### config.mk
export PLATFORM = sky130hd
export DESIGN_NAME = muldiv_seq_flat
export DESIGN_NICKNAME = d
export VERILOG_FILES = /design/src/rtl/muldiv_pkg.sv /design/src/rtl/muldiv_if.sv /design/src/rtl/muldiv_iter.sv /design/src/rtl/muldiv_seq.sv /design/src/flat_wrapper.sv
export SDC_FILE = /design/constraint.sdc
export NUM_CORES = 1
export LEC_CHECK = 0
export BUFFER_PORTS_ARGS = -buffer_cell sky130_fd_sc_hd__buf_2
export CAP_MARGIN = 10
export CORE_MARGIN = 5
export CORE_UTILIZATION = 23
export CTS_BUF_LIST = sky130_fd_sc_hd__clkbuf_2 sky130_fd_sc_hd__clkbuf_4 sky130_fd_sc_hd__clkbuf_8
export DETAILED_ROUTE_END_ITERATION = 6
export SYNTH_ARGS = -nofsm -noshare
export SYNTH_HDL_FRONTEND = slang
export SYNTH_SLANG_ARGS = --single-unit
### constraint.sdc
create_clock -name clk -period 9.5 [get_ports clk]
set_input_delay 1.425 -clock clk [delete_from_list [all_inputs] [get_ports clk]]
set_output_delay 1.425 -clock clk [all_outputs]
set_load 0.01 [all_outputs]
### src/rtl/muldiv_pkg.sv
// Shared types and constants for the sequential RISC-V M-extension unit.
package muldiv_pkg;

    // Operation select, encoded exactly as the instruction funct3 field.
    typedef enum logic [2:0] {
        op_mul    = 3'd0,
        op_mulh   = 3'd1,
        op_mulhsu = 3'd2,
        op_mulhu  = 3'd3,
        op_div    = 3'd4,
        op_divu   = 3'd5,
        op_rem    = 3'd6,
        op_remu   = 3'd7
    } funct3_t;

    // Controller states.
    typedef enum logic [1:0] {
        st_idle   = 2'd0,
        st_calc   = 2'd1,
        st_finish = 2'd2
    } state_t;

    // Most negative 32-bit value; the dividend of the signed-overflow case.
    localparam logic [31:0] ovf_const = 32'h8000_0000;

endpackage

### src/rtl/muldiv_if.sv
// Request/response bundle between the pipeline and the multiply/divide unit.
//
// Handshake: the pipeline raises start for one cycle with funct3/rs1/rs2
// valid; it is accepted only while busy=0 and done=0 (unit idle). busy stays
// high from the cycle after acceptance until the done cycle inclusive. done
// is a single-cycle pulse with result valid in that same cycle; result then
// holds its value until the next operation completes. dbg_state mirrors the
// controller state for observation only.
interface muldiv_if #(
    parameter int XLEN = 32
);
    import muldiv_pkg::*;

    logic            start;
    logic [2:0]      funct3;
    logic [XLEN-1:0] rs1;
    logic [XLEN-1:0] rs2;
    logic            busy;
    logic            done;
    logic [XLEN-1:0] result;
    state_t          dbg_state;

    modport master (
        output start, funct3, rs1, rs2,
        input  busy, done, result, dbg_state
    );

    modport slave (
        input  start, funct3, rs1, rs2,
        output busy, done, result, dbg_state
    );

endinterface

### src/rtl/muldiv_iter.sv
// One combinational step of either radix-2 shift-add multiply or restoring
// divide. The accumulator is shared: for multiply it holds
// {partial_product_hi, multiplier_remaining}; for divide it holds
// {partial_remainder, dividend_remaining/quotient_bits}.
module muldiv_iter #(
    parameter int XLEN = 32
) (
    input  logic              is_div,
    input  logic [2*XLEN-1:0] acc_in,
    input  logic [XLEN-1:0]   opnd,
    output logic [2*XLEN-1:0] acc_out
);
    logic [XLEN:0] add_sum;
    logic [XLEN:0] shifted;
    logic [XLEN:0] diff;

    // Compute both candidate steps and select by operation class.
    always_comb begin
        // Multiply: add multiplicand when the current multiplier bit is set,
        // then shift the whole product right by one (carry kept in the MSB).
        add_sum = {1'b0, acc_in[2*XLEN-1:XLEN]} + (acc_in[0] ? {1'b0, opnd} : '0);
        // Divide: shift next dividend bit into the partial remainder and try
        // subtracting the divisor; a borrow (MSB set) means restore.
        shifted = {acc_in[2*XLEN-1:XLEN], acc_in[XLEN-1]};
        diff    = shifted - {1'b0, opnd};
        if (is_div) begin
            if (!diff[XLEN]) begin
                acc_out = {diff[XLEN-1:0], acc_in[XLEN-2:0], 1'b1};
            end else begin
                acc_out = {shifted[XLEN-1:0], acc_in[XLEN-2:0], 1'b0};
            end
        end else begin
            acc_out = {add_sum, acc_in[XLEN-1:1]};
        end
    end

endmodule

### src/rtl/muldiv_seq.sv
// Sequential RISC-V M-extension multiply/divide unit. Operands are latched
// on start, converted to magnitudes in a load cycle, iterated XLEN times
// through muldiv_iter, and sign-corrected when the result is presented.
// Divide-by-zero and signed overflow bypass the iteration entirely.
// Valid for 32 <= XLEN <= 64 (6-bit iteration counter, 32-bit overflow seed).
import muldiv_pkg::*;

module muldiv_seq #(
    parameter int XLEN = 32
) (
    input logic     clk,
    input logic     rst,
    muldiv_if.slave bus
);
    localparam logic [XLEN-1:0] int_min   = XLEN'(ovf_const) << (XLEN - 32);
    localparam logic [5:0]      last_iter = 6'(XLEN - 1);

    state_t            state;
    state_t            state_nxt;
    funct3_t           op_q;
    logic [XLEN-1:0]   a_q;
    logic [XLEN-1:0]   b_q;
    logic [XLEN-1:0]   opnd_q;
    logic [XLEN-1:0]   res_q;
    logic [2*XLEN-1:0] acc_q;
    logic [2*XLEN-1:0] acc_step;
    logic [5:0]        cnt_q;
    logic              loaded_q;

    logic              is_div;
    logic              is_rem;
    logic              a_signed;
    logic              b_signed;
    logic              neg_a;
    logic              neg_b;
    logic [XLEN-1:0]   mag_a;
    logic [XLEN-1:0]   mag_b;
    logic [2*XLEN-1:0] prod_signed;
    logic [XLEN-1:0]   quo;
    logic [XLEN-1:0]   rem;
    logic [XLEN-1:0]   fin_val;

    // True when the operation is resolved without iterating.
    function automatic logic is_special(input funct3_t f,
                                        input logic [XLEN-1:0] a,
                                        input logic [XLEN-1:0] b);
        logic div_zero;
        logic ovf;
        div_zero = f[2] && (b == '0);
        ovf      = ((f == op_div) || (f == op_rem)) && (a == int_min) && (b == '1);
        return div_zero || ovf;
    endfunction

    muldiv_iter #(.XLEN(XLEN)) u_iter (
        .is_div  (is_div),
        .acc_in  (acc_q),
        .opnd    (opnd_q),
        .acc_out (acc_step)
    );

    // Operand classification and magnitudes from the latched request.
    always_comb begin
        is_div   = op_q[2];
        is_rem   = op_q[2] && op_q[1];
        a_signed = op_q inside {op_mul, op_mulh, op_mulhsu, op_div, op_rem};
        b_signed = op_q inside {op_mul, op_mulh, op_div, op_rem};
        neg_a    = a_signed && a_q[XLEN-1];
        neg_b    = b_signed && b_q[XLEN-1];
        mag_a    = neg_a ? -a_q : a_q;
        mag_b    = neg_b ? -b_q : b_q;
    end

    // Final sign fix-up and special-case substitution.
    always_comb begin
        prod_signed = (neg_a ^ neg_b) ? -acc_q : acc_q;
        quo         = acc_q[XLEN-1:0];
        rem         = acc_q[2*XLEN-1:XLEN];
        fin_val     = '0;
        if (is_div && (b_q == '0)) begin
            fin_val = is_rem ? a_q : '1;
        end else if (is_special(op_q, a_q, b_q)) begin
            fin_val = is_rem ? '0 : int_min;
        end else if (is_div) begin
            if (is_rem) begin
                fin_val = neg_a ? -rem : rem;
            end else begin
                fin_val = (neg_a ^ neg_b) ? -quo : quo;
            end
        end else if (op_q == op_mul) begin
            fin_val = prod_signed[XLEN-1:0];
        end else begin
            fin_val = prod_signed[2*XLEN-1:XLEN];
        end
    end

    // State register.
    always_ff @(posedge clk) begin
        if (rst) begin
            state <= st_idle;
        end else begin
            state <= state_nxt;
        end
    end

    // Next-state logic.
    always_comb begin
        state_nxt = state;
        case (state)
            st_idle: begin
                if (bus.start) begin
                    if (is_special(funct3_t'(bus.funct3), bus.rs1, bus.rs2)) begin
                        state_nxt = st_finish;
                    end else begin
                        state_nxt = st_calc;
                    end
                end
            end
            st_calc: begin
                if (loaded_q && (cnt_q == last_iter)) begin
                    state_nxt = st_finish;
                end
            end
            st_finish: state_nxt = st_idle;
            default:   state_nxt = st_idle;
        endcase
    end

    // Outputs: result is presented combinationally during the done cycle and
    // held from the result register afterwards.
    always_comb begin
        bus.busy      = (state != st_idle);
        bus.done      = (state == st_finish);
        bus.result    = (state == st_finish) ? fin_val : res_q;
        bus.dbg_state = state;
    end

    // Datapath: latch request, load magnitudes, iterate, capture result.
    always_ff @(posedge clk) begin
        if (rst) begin
            op_q     <= op_mul;
            a_q      <= '0;
            b_q      <= '0;
            opnd_q   <= '0;
            acc_q    <= '0;
            cnt_q    <= '0;
            loaded_q <= 1'b0;
            res_q    <= '0;
        end else begin
            case (state)
                st_idle: begin
                    if (bus.start) begin
                        op_q     <= funct3_t'(bus.funct3);
                        a_q      <= bus.rs1;
                        b_q      <= bus.rs2;
                        cnt_q    <= '0;
                        loaded_q <= 1'b0;
                    end
                end
                st_calc: begin
                    if (!loaded_q) begin
                        // First CALC cycle seeds the accumulator with magnitudes.
                        acc_q    <= {{XLEN{1'b0}}, (is_div ? mag_a : mag_b)};
                        opnd_q   <= is_div ? mag_b : mag_a;
                        loaded_q <= 1'b1;
                    end else begin
                        acc_q <= acc_step;
                        cnt_q <= cnt_q + 6'd1;
                    end
                end
                st_finish: res_q <= fin_val;
                default: ;
            endcase
        end
    end

endmodule

### src/flat_wrapper.sv
// flat-port wrapper written by rule: the top's interface ports become plain ports
module muldiv_seq_flat 
#(
    parameter int XLEN = 32
)
  (clk, rst, bus_start, bus_funct3, bus_rs1, bus_rs2, bus_busy, bus_done, bus_result, bus_dbg_state);
  muldiv_if #(.XLEN(XLEN)) bus_i ();
  input logic clk;
  input logic rst;
  input wire logic [$bits(bus_i.start)-1:0] bus_start;
  input wire logic [$bits(bus_i.funct3)-1:0] bus_funct3;
  input wire logic [$bits(bus_i.rs1)-1:0] bus_rs1;
  input wire logic [$bits(bus_i.rs2)-1:0] bus_rs2;
  output wire logic [$bits(bus_i.busy)-1:0] bus_busy;
  output wire logic [$bits(bus_i.done)-1:0] bus_done;
  output wire logic [$bits(bus_i.result)-1:0] bus_result;
  output wire logic [$bits(bus_i.dbg_state)-1:0] bus_dbg_state;
  assign bus_i.start = bus_start;
  assign bus_i.funct3 = bus_funct3;
  assign bus_i.rs1 = bus_rs1;
  assign bus_i.rs2 = bus_rs2;
  assign bus_busy = bus_i.busy;
  assign bus_done = bus_i.done;
  assign bus_result = bus_i.result;
  assign bus_dbg_state = bus_i.dbg_state;
  muldiv_seq #(.XLEN(XLEN)) u_core (.clk(clk), .rst(rst), .bus(bus_i));
endmodule
==> qor.yml <==
outcome:
  status: "finished, violations left"
  violations: "DRC"
detailed_routing:
  viasPerCell: 5.470
  drcViolationCount: 1
  wl_per_cell_microns: 20.79
  vias: 18455
  finalWirelength_microns: 70140
  ant_nets: 0
  drt_iter0_markers: 2423
  firstDrtPassIters: 7
global_route:
  grt_pass1_vias: 16602
  overflow: 0
  grt_pass1_wl_microns: 103900
  track_usage_pct: 16.18
  grt_max_degree: 74
  antenna_found_initial: 0
timing:
  tightest_slew_ns: 1.004
  finalHoldViolations: 0
  fin_worst_skew_ns: 0.04555
  setup_tns_ns: 0
  period_needed_ns: 5.921
  setup_viol: 0
  timing.fmax_ghz: 0.1689
  fin_ws_ns: 3.579
  slew_viol_final: 0
  rsz0062_at_grt: "false"
  timing.final.crit_share_pct: 62.33
  maxSlewHeadroom_pct: 32.43
synthesis:
  synth_compound_area_share_pct: 25.03
  muxShareOfSynthArea_pct: 5.847
  yosysTopAreaCell: "dfxtp_1"
  yosys_warnings: 0
  synth.distinct_cells: 84
  syn_nets: 2520
  synth-xor-area-share_pct: 10.03
  synth_top_area_share_pct: 23.62
  synth_top_family_by_area: "compound AO/OA/AOI/OAI gates"
  postSynthAreaPerCell_sq_um: 7.271
  synthArstFlopShare_pct: 0
  synthAdderAreaFrac_pct: 5.297
  synth_seq_cells: 204
  ys_top_cells_by_area: "dfxtp_1 (24%), a21oi_1 (7.2%), nand2_1 (6.6%)"
  ys.flop_type: "dfxtp_1"
  syn-cell-area_sq_um: 17290
  yosysSeqAreaShare_pct: 23.62
  synth-edff-count: 0
  yosys.area_share.simple_pct: 24.27
  synth_cells: 2378
cells_and_area:
  layout.nets: 2520
  final_util_pct: 26.13
  area_growth_pct: 12.52
  n_fill_cell: 8205
  drive_gt1_share_pct: 11.81
  multi_input_area_sq_um: 12220
  instances_no_fill: 3374
  regArea_sq_um: 4085
  postLayoutCellArea_sq_um: 19450
clock_network:
  post_cts_resized: 0
  clk_latency_ns: 0.60
  cts_hold_buf: 0
  cts_buffers: 39
  cts_buffer_depth: 3
  cts_tree: "built"
  clk_pin_slew_worst_paths_ns: 0.06
  cts.sinks: 204
  post_cts_buffers: 0
  root_buffer: "clkbuf_8"
  cts_max_level: 2
placed_design:
  placed_cells: 3306
  portBuffers: 105
  hpwl_microns: 52870
  placed_area_sq_um: 18610
  preCtsSetupSlack_ns: 4.368
  place_congestion: 0.9960
die:
  start_util_pct: 23.23
  boundaryPins: 106
  dieArea_sq_um: 80760
  fp.dieW_microns: 284.2
  die_h_microns: 284.2
  core_area_sq_um: 74450
  placementRows: 100
pwr:
  powerDensity_nw_per_um2: 157.4
  p_leak_nw: 7.666
  ir_worst_vdd_uv: 94.26
critical_path:
  worstSetupPathType: "reg2out"
  cp-start-kind: "register"
  endpoint_kind: "output pin"
  cp.required_ns: 8.08
  worstPathMaxFanout: 6
  arrival_ns: 4.50
min_path:
  hp-class: "reg2reg"
flow_run:
  drv_cap: 0
cells in the mapped netlist, types with 13 or more instances:
library cell / number
clkbuf_1: 163
nor4_1: 41
a21oi_1: 250
inv_1: 67
nand4_1: 42
o31ai_1: 26
a211oi_1: 27
o211ai_1: 27
a21o_1: 24
mux4_2: 24
o21ai_0: 155
dfxtp_1: 204
a31oi_1: 21
mux2i_1: 38
and2_1: 39
ha_1: 70
nand3_1: 42
xor2_1: 99
o41ai_1: 15
nand2_1: 302
nor2_1: 233
or4_1: 20
nor3_1: 62
a221o_1: 13
xnor2_1: 99
a22oi_1: 25
or3_1: 20
nand2b_1: 28
critical path, cell delays in order (launching register included):
cell	delay [ns]
dfxtp_1	0.36
or4_1	0.57
nor4_2	0.55
nand3_1	0.32
o41ai_1	0.63
mux2i_1	0.27
o211ai_1	0.16
o22a_1	0.26
o41ai_2	0.54
buf_2	0.24
per-layer routing:
metal	routed length [microns]	vias up	track usage, %	share of wire [%]
li1	-	8582	-	-
met1	30180	8767	22.50	43
met2	30450	926	24.77	43
met3	6671	180	3.446	9.5
met4	2833	0	5.690	4.0
met5	0	-	0	0
state kept, by name (all words and copies together), names as in the netlist:
signal	count
u_core.a_q	32
u_core.op_q	3
u_core.cnt_q	6
u_core.opnd_q	32
u_core.b_q	32
u_core.bus.dbg_state	2
u_core.loaded_q	1
u_core.acc_q	64
u_core.res_q	32
logic make-up (layout without fill, tap and decap cells):
group	Yosys count	after routing
xor+xnor	198	198
flops	204	204
buf+inv	256	282
mux	70	70
compound gates	691	691
other cells	0	1
simple gates	887	887
fa+ha+maj	72	72
through the flow:
stage	hold WS, ns	total power [mW]
after detailed placement	0.4454	2.082
after floorplan	0.4319	1.752
final	0.4535	3.062
after global routing	0.4732	3.198
after global placement	0.4401	2.079
after CTS	0.4540	3.052
final timing paths:
kind,from,end,slack (ns),cells past startpoint
worst min-delay path,u_core.opnd_q[28],u_core.opnd_q[28],0.45,2
worst max register to register,u_core.acc_q[0],u_core.acc_q[63],5.37,13
worst max-delay path,u_core.acc_q[0],bus_result[25],3.58,9
worst min register to register,u_core.opnd_q[28],u_core.opnd_q[28],0.45,2
where the power goes:
group,internal [mW],leakage [nW],total [mW],switching (mW)
logic,0.409,5.56,1.09,0.685
clock network,0.545,0.440,0.969,0.425
registers,0.909,1.66,0.999,0.0904
total,1.86,7.67,3.06,1.20
layout make-up:
class	instances	share of cell area (%)
multi-input cells	1918	62.82
diodes	1	0.01286
clock buffers	57	3.711
well taps	969	6.232
clock inverters	10	0.6174
inverters	70	1.351
repair buffers	145	4.258
flip-flops and latches	204	21.00
cell usage in the layout, fill, tap and decap left out, types with 42 or more instances in the layout:
cell type / Yosys / final
clkbuf_8: 0 / 47
o21ai_0: 155 / 155
xnor2_1: 99 / 98
inv_1: 67 / 67
nor3_1: 62 / 60
buf_2: 6 / 104
xor2_1: 99 / 99
a21oi_1: 250 / 250
nand3_1: 42 / 42
dfxtp_1: 204 / 203
nor2_1: 233 / 229
nand4_1: 42 / 42
nand2_1: 302 / 301
ha_1: 70 / 70
Power figures use the tool's default switching activity.
